## config.mk

```make
export PLATFORM = sky130hd
export DESIGN_NAME = add_pipe
export DESIGN_NICKNAME = d
export VERILOG_FILES = /design/src/rtl/add_pipe_pkg.sv /design/src/rtl/add_pipe_stage.sv /design/src/rtl/add_pipe.sv
export SDC_FILE = /design/constraint.sdc
export NUM_CORES = 1
export LEC_CHECK = 0
export CELL_PAD_IN_SITES_DETAIL_PLACEMENT = 0
export CELL_PAD_IN_SITES_GLOBAL_PLACEMENT = 2
export CORE_ASPECT_RATIO = 1.1
export CORE_MARGIN = 1
export CORE_UTILIZATION = 35
export CTS_CLUSTER_DIAMETER = 120
export CTS_CLUSTER_SIZE = 10
export DETAILED_ROUTE_END_ITERATION = 12
export PLACE_DENSITY_LB_ADDON = 0.1
export SYNTH_ARGS = -nofsm -noshare
export SYNTH_HDL_FRONTEND = slang
export SYNTH_SLANG_ARGS = --single-unit
```

## constraint.sdc

```tcl
create_clock -name clk -period 9.2 [get_ports clk]
set_clock_uncertainty 0.15 [all_clocks]
set_input_delay 2.76 -clock clk [delete_from_list [all_inputs] [get_ports clk]]
set_output_delay 2.76 -clock clk [all_outputs]
set_load 0.005 [all_outputs]
```

## src/rtl/add_pipe_pkg.sv

```systemverilog
// Shared types for the add_pipe arithmetic pipeline.
// Holds the operation encoding used on in_op.
package add_pipe_pkg;

   typedef enum logic [1:0] {
      OP_ADD = 2'd0,
      OP_SUB = 2'd1,
      OP_ACC = 2'd2,
      OP_CLR = 2'd3
   } op_e;

   // carry + ovf bits appended to the data field of a result
   localparam int FLAG_BITS = 2;

endpackage

```

## src/rtl/add_pipe_stage.sv

```systemverilog
// One delay stage: enable-gated register of valid + payload.
// Ports: clk, rst_n, en, in_valid/in_data -> out_valid/out_data.
module add_pipe_stage #(
   parameter int PW = 34
) (
   input  logic          clk,
   input  logic          rst_n,
   input  logic          en,
   input  logic          in_valid,
   input  logic [PW-1:0] in_data,
   output logic          out_valid,
   output logic [PW-1:0] out_data
);

   // Payload only loads with a valid beat so bubbles never disturb it.
   always_ff @(posedge clk) begin
      if (!rst_n) begin
         out_valid <= 1'b0;
         out_data  <= '0;
      end else if (en) begin
         out_valid <= in_valid;
         if (in_valid)
            out_data <= in_data;
      end
   end

endmodule

```

## src/rtl/add_pipe.sv

```systemverilog
// Pipelined add/sub/accumulate unit with valid/ready flow control.
// Ports: clk, rst_n, in_valid/in_ready/in_op/a/b, out_valid/out_ready/out/out_carry/out_ovf.
module add_pipe
   import add_pipe_pkg::*;
#(
   parameter int WIDTH    = 32,
   parameter int STAGES   = 2,
   parameter int SATURATE = 0
) (
   input  logic             clk,
   input  logic             rst_n,
   input  logic             in_valid,
   output logic             in_ready,
   input  logic [1:0]       in_op,
   input  logic [WIDTH-1:0] a,
   input  logic [WIDTH-1:0] b,
   output logic             out_valid,
   input  logic             out_ready,
   output logic [WIDTH-1:0] out,
   output logic             out_carry,
   output logic             out_ovf
);

   typedef struct packed {
      logic [WIDTH-1:0] data;
      logic             carry;
      logic             ovf;
   } res_t;

   localparam int PW = WIDTH + FLAG_BITS;
   localparam logic [WIDTH-1:0] SMAX = {1'b0, {(WIDTH-1){1'b1}}};
   localparam logic [WIDTH-1:0] SMIN = {1'b1, {(WIDTH-1){1'b0}}};

   op_e              op;
   logic             adv;
   logic             fire;
   logic [WIDTH-1:0] acc;
   logic [WIDTH-1:0] x;
   logic [WIDTH-1:0] y;
   logic             sub;
   logic [WIDTH:0]   sum;
   logic             ovf;
   res_t             r;

   logic             s1_valid;
   logic [PW-1:0]    s1_data;
   logic             vv [STAGES];
   logic [PW-1:0]    dd [STAGES];
   res_t             o;

   assign op       = op_e'(in_op);
   assign adv      = !out_valid || out_ready;
   assign in_ready = rst_n && adv;
   assign fire     = in_valid && in_ready;

   always_comb begin
      x   = a;
      y   = b;
      sub = 1'b0;
      unique case (op)
         OP_ADD: ;
         OP_SUB: sub = 1'b1;
         OP_ACC: begin
            x = acc;
            y = a;
         end
         OP_CLR: ;
         default: ;
      endcase

      // bit WIDTH is carry for add, borrow (x<y) for sub
      if (sub)
         sum = {1'b0, x} - {1'b0, y};
      else
         sum = {1'b0, x} + {1'b0, y};

      if (sub)
         ovf = (x[WIDTH-1] != y[WIDTH-1]) && (sum[WIDTH-1] != x[WIDTH-1]);
      else
         ovf = (x[WIDTH-1] == y[WIDTH-1]) && (sum[WIDTH-1] != x[WIDTH-1]);

      r.data  = sum[WIDTH-1:0];
      r.carry = sum[WIDTH];
      r.ovf   = ovf;

      // On overflow the true result has the sign of the first operand.
      if ((SATURATE != 0) && ovf)
         r.data = x[WIDTH-1] ? SMIN : SMAX;

      if (op == OP_CLR)
         r = '0;
   end

   always_ff @(posedge clk) begin
      if (!rst_n) begin
         s1_valid <= 1'b0;
         s1_data  <= '0;
         acc      <= '0;
      end else begin
         if (adv) begin
            s1_valid <= fire;
            if (fire)
               s1_data <= r;
         end
         if (fire && op == OP_ACC)
            acc <= r.data;
         else if (fire && op == OP_CLR)
            acc <= '0;
      end
   end

   assign vv[0] = s1_valid;
   assign dd[0] = s1_data;

   for (genvar i = 1; i < STAGES; i++) begin : g_dly
      add_pipe_stage #(
         .PW(PW)
      ) u_stage (
         .clk      (clk),
         .rst_n    (rst_n),
         .en       (adv),
         .in_valid (vv[i-1]),
         .in_data  (dd[i-1]),
         .out_valid(vv[i]),
         .out_data (dd[i])
      );
   end

   assign o         = res_t'(dd[STAGES-1]);
   assign out_valid = vv[STAGES-1];
   assign out       = o.data;
   assign out_carry = o.carry;
   assign out_ovf   = o.ovf;

endmodule

```

==> results of run 1 <==
[cells by family after synthesis]
family,after synthesis
AO/OA/AOI/OAI,300
XOR/XNOR,33
adder cells (fa/ha/maj),56
buffers and inverters,79
flip-flops,102
multiplexers,37
AND/OR/NAND/NOR,436
[sequential cells by signal, summed over array words and instances, names as in the netlist]
| signal | count |
|---|---|
| acc | 32 |
| g_dly.u_stage.out_data | 34 |
| g_dly.u_stage.out_valid | 1 |
| s1_data | 34 |
| s1_valid | 1 |
[power breakdown]
part,leakage (nW),switching (W),internal [W],total (W)
Combinational,2.59,0.000257,0.000186,0.000443
Sequential,0.830,0.0000178,0.000475,0.000493
Clock,0.132,0.000161,0.000191,0.000351
[synthesized netlist by cell type, types with 11 or more instances]
master | instances | area [µm²]
maj3_1 | 23 | 230
nand2_1 | 239 | 897
dfxtp_1 | 102 | 2040
xnor2_1 | 15 | 131
a22oi_1 | 17 | 128
nand3_1 | 19 | 95.1
or3_1 | 20 | 125
and2_1 | 11 | 68.8
xor2_1 | 18 | 158
a22o_1 | 24 | 210
mux2i_1 | 34 | 340
nor2b_1 | 26 | 163
a21boi_0 | 37 | 278
a211oi_1 | 19 | 143
and3_1 | 12 | 75.1
clkbuf_1 | 55 | 206
a21oi_1 | 50 | 250
nor2_1 | 63 | 236
o21ai_0 | 50 | 250
o31ai_1 | 12 | 90.1
ha_1 | 32 | 400
a21o_1 | 20 | 150
nor3_1 | 25 | 125
[worst min path at each step]
stage	endpoint	from	slack, ps	cells past startpoint
after floorplan	s1_data[16]	s1_data[16]	270	2
after global placement	s1_data[16]	s1_data[16]	280	2
after detailed placement	s1_data[16]	s1_data[16]	290	2
after CTS	s1_data[16]	s1_data[16]	300	2
after global routing	s1_data[16]	s1_data[16]	320	2
final	s1_data[16]	s1_data[16]	300	2
[routing by layer]
metal,track usage [%],routed length (µm),vias to the layer above
li1,-,-,3855
met4,3.80,155,0
met1,33.5,12900,3395
met3,1.67,793,11
met5,0,0,-
met2,31.0,9550,143
[through the flow]
stage	area, µm²	instances
after floorplan	7700	1043
after global placement	8950	1384
after detailed placement	8950	1384
after CTS	9220	1400
after global routing	9220	1400
final	9220	1400
[critical path: stages]
cell,delay (ps)
clkdlybuf4s50_1,620
nor2b_4,430
mux2i_1,400
and3_1,370
nand3_1,210
nand3b_1,360
nand3b_1,310
nor2_1,220
maj3_1,200
a211oi_1,80
ha_1,380
a21o_1,190
a21o_1,170
a21oi_1,230
o22ai_1,140
a211oi_1,420
o21ai_0,170
a31oi_1,220
xnor2_1,110
a22o_1,180
[cells in the final DEF (no fill, tap or decap), types with 8 or more instances in the layout]
cell type	Yosys	final
clkbuf_16	0	9
xnor2_1	15	15
clkdlybuf4s50_1	0	103
a211oi_1	19	19
o211ai_1	9	9
o31ai_1	12	12
a22o_1	24	24
or3_1	20	20
o21a_1	8	8
buf_4	1	14
o22ai_1	8	8
dfxtp_1	102	102
and2_1	11	11
nor2b_1	26	25
maj3_1	23	23
o31a_1	10	10
nor2_1	63	63
a21o_1	20	20
ha_1	32	32
mux2i_1	34	34
nand3_1	19	19
xor2_1	18	18
nor3_1	25	25
a22oi_1	17	17
o21ai_0	50	50
inv_1	10	10
a21boi_0	37	37
and3_1	12	12
nand2_1	239	239
a21oi_1	50	50
[final cells by class]
type / count / area share (%)
Inverter: 11 / 0.448
Clock inverter: 5 / 0.366
Clock buffer: 11 / 2.63
Tap cell: 290 / 3.93
Multi-Input combinational cell: 862 / 58.1
Timing Repair Buffer: 119 / 12.4
Sequential cell: 102 / 22.1
==> qor.txt, run 1 <==
num rows: 56
hold crit path type: reg -> reg
Tot GR Track Use: 21.2%
vias in the first global route: 6820
Syn Area/Cell: 7.38 µm²
largest net degree at the start of global routing: 72
Slew @ Worst Pin: 1140 ps
Setup Fix Bufs, Post-CTS: 0
CP max FO: 12
Peak VDD IR: 0.0775 mV
Syn-to-layout area delta: 19.8%
WP data required: 9280 ps
XOR/XNOR Fraction of Synth Area: 3.75%
drt initial violations: 321
Die X-Extent: 143 µm
#FFs+latches synth: 102
synthesized area: 0.00770 mm²
CP endpoint: s1_data[1]
via count: 7404
main combinational cell family by area after synthesis: compound AO/OA/AOI/OAI gates
CTS Buf Count: 9
Async S/R FF share, synth: 0%
Reg2Reg Depth: 12
final setup fails: 0
multi-input combinational cell area: 0.00536 mm²
Final Critical Period: 8120 ps
unrepaired setup endpoints after global routing: no
Compound-Gate Fraction of Synth Area: 27.1%
core area: 0.0214 mm²
final core occ: 43.0%
adder-cell area share of the yosys netlist: 8.45%
first-pass GRT wire length: 37.9 mm
Syn. warnings: 0
Max Clock Freq: 0.123 GHz
FF/Latch Area: 0.00204 mm²
Post-synth EDFFs: 0
number of port buffers: 105
I/O Pins: 106
Fin Hold WS: 296 ps
Pwr Density: 140 mW/mm²
R2R Path Start: acc[1]
hold-fix buffers at CTS: 0
Startpoint Class: input pin
Fillers: 2311
GRT Residual Overflow: 0
effective utilization at floorplan: 35.9%
initial antenna violation count: 0
Routed Antenna Nets: 0
routability cong.: 0.823
WP data arrival: 8200 ps
ANT cells: 0
Synth Flop Type: dfxtp_1
Post-route DRC: 0
R2R setup slack: 5790 ps
Synth Instances: 1043
max-slew violations: 0
final hold vios: 0
CTS tree: built
Final WS setup: 1080 ps
Initial DRT Pass Iterations: 4
Final nets: 1208
DRT Wirelength: 23.4 mm
chip height: 158 µm
CTS Buffer Depth: 2
sequential share of the synthesized area: 26.5%
CP startpoint: in_op[0]
worst r2r dst: s1_data[31]
DP Worst Slack: 727 ps
fin crit share: 88.3%
total die area: 0.0226 mm²
Tot Pwr: 0.00129 W
MaxCap Viol Count: 0
CP Class: in -> reg
Yosys cell types: 62
number of gates resized after cts: 0
outcome: finished clean
layout cells sized above 1: 4.14%
Mapped Nets: 1146
Setup TNS: 0 ps
clock sink total: 102
max_slew headroom: 24.0%
Worst-Skew Late Latency: 340 ps
CTS Root Cell: clkbuf_16
Clk pin slew, worst setup/hold paths: 70 ps
routed vias/inst: 5.29
WL per Instance: 16.7 µm
simple-gate portion of the synthesized area: 25.2%
DP Wirelength: 17.5 mm
Leak: 3.55 nW
H-tree levels: 3
multiplexer area fraction after synthesis: 4.86%
element type at the critical path end: flip-flop
Note: power is estimated with default switching activity, not from simulation.
==> run 2, diff against run 1 <==
--- a/config.mk
+++ b/config.mk
@@ -17,3 +17,4 @@
 export SYNTH_ARGS = -nofsm -noshare
 export SYNTH_HDL_FRONTEND = slang
 export SYNTH_SLANG_ARGS = --single-unit
+export TNS_END_PERCENT = 10
==> constraint.sdc (replaced) <==
create_clock -name clk -period 9.2 [get_ports clk]
set_clock_uncertainty 0.15 [all_clocks]
set_input_delay 2.76 -clock clk [delete_from_list [all_inputs] [get_ports clk]]
set_output_delay 2.76 -clock clk [all_outputs]
set_load 0.01 [all_outputs]
==> results of run 2 <==
The final DEF is identical to that of run 1. Status: finished clean.
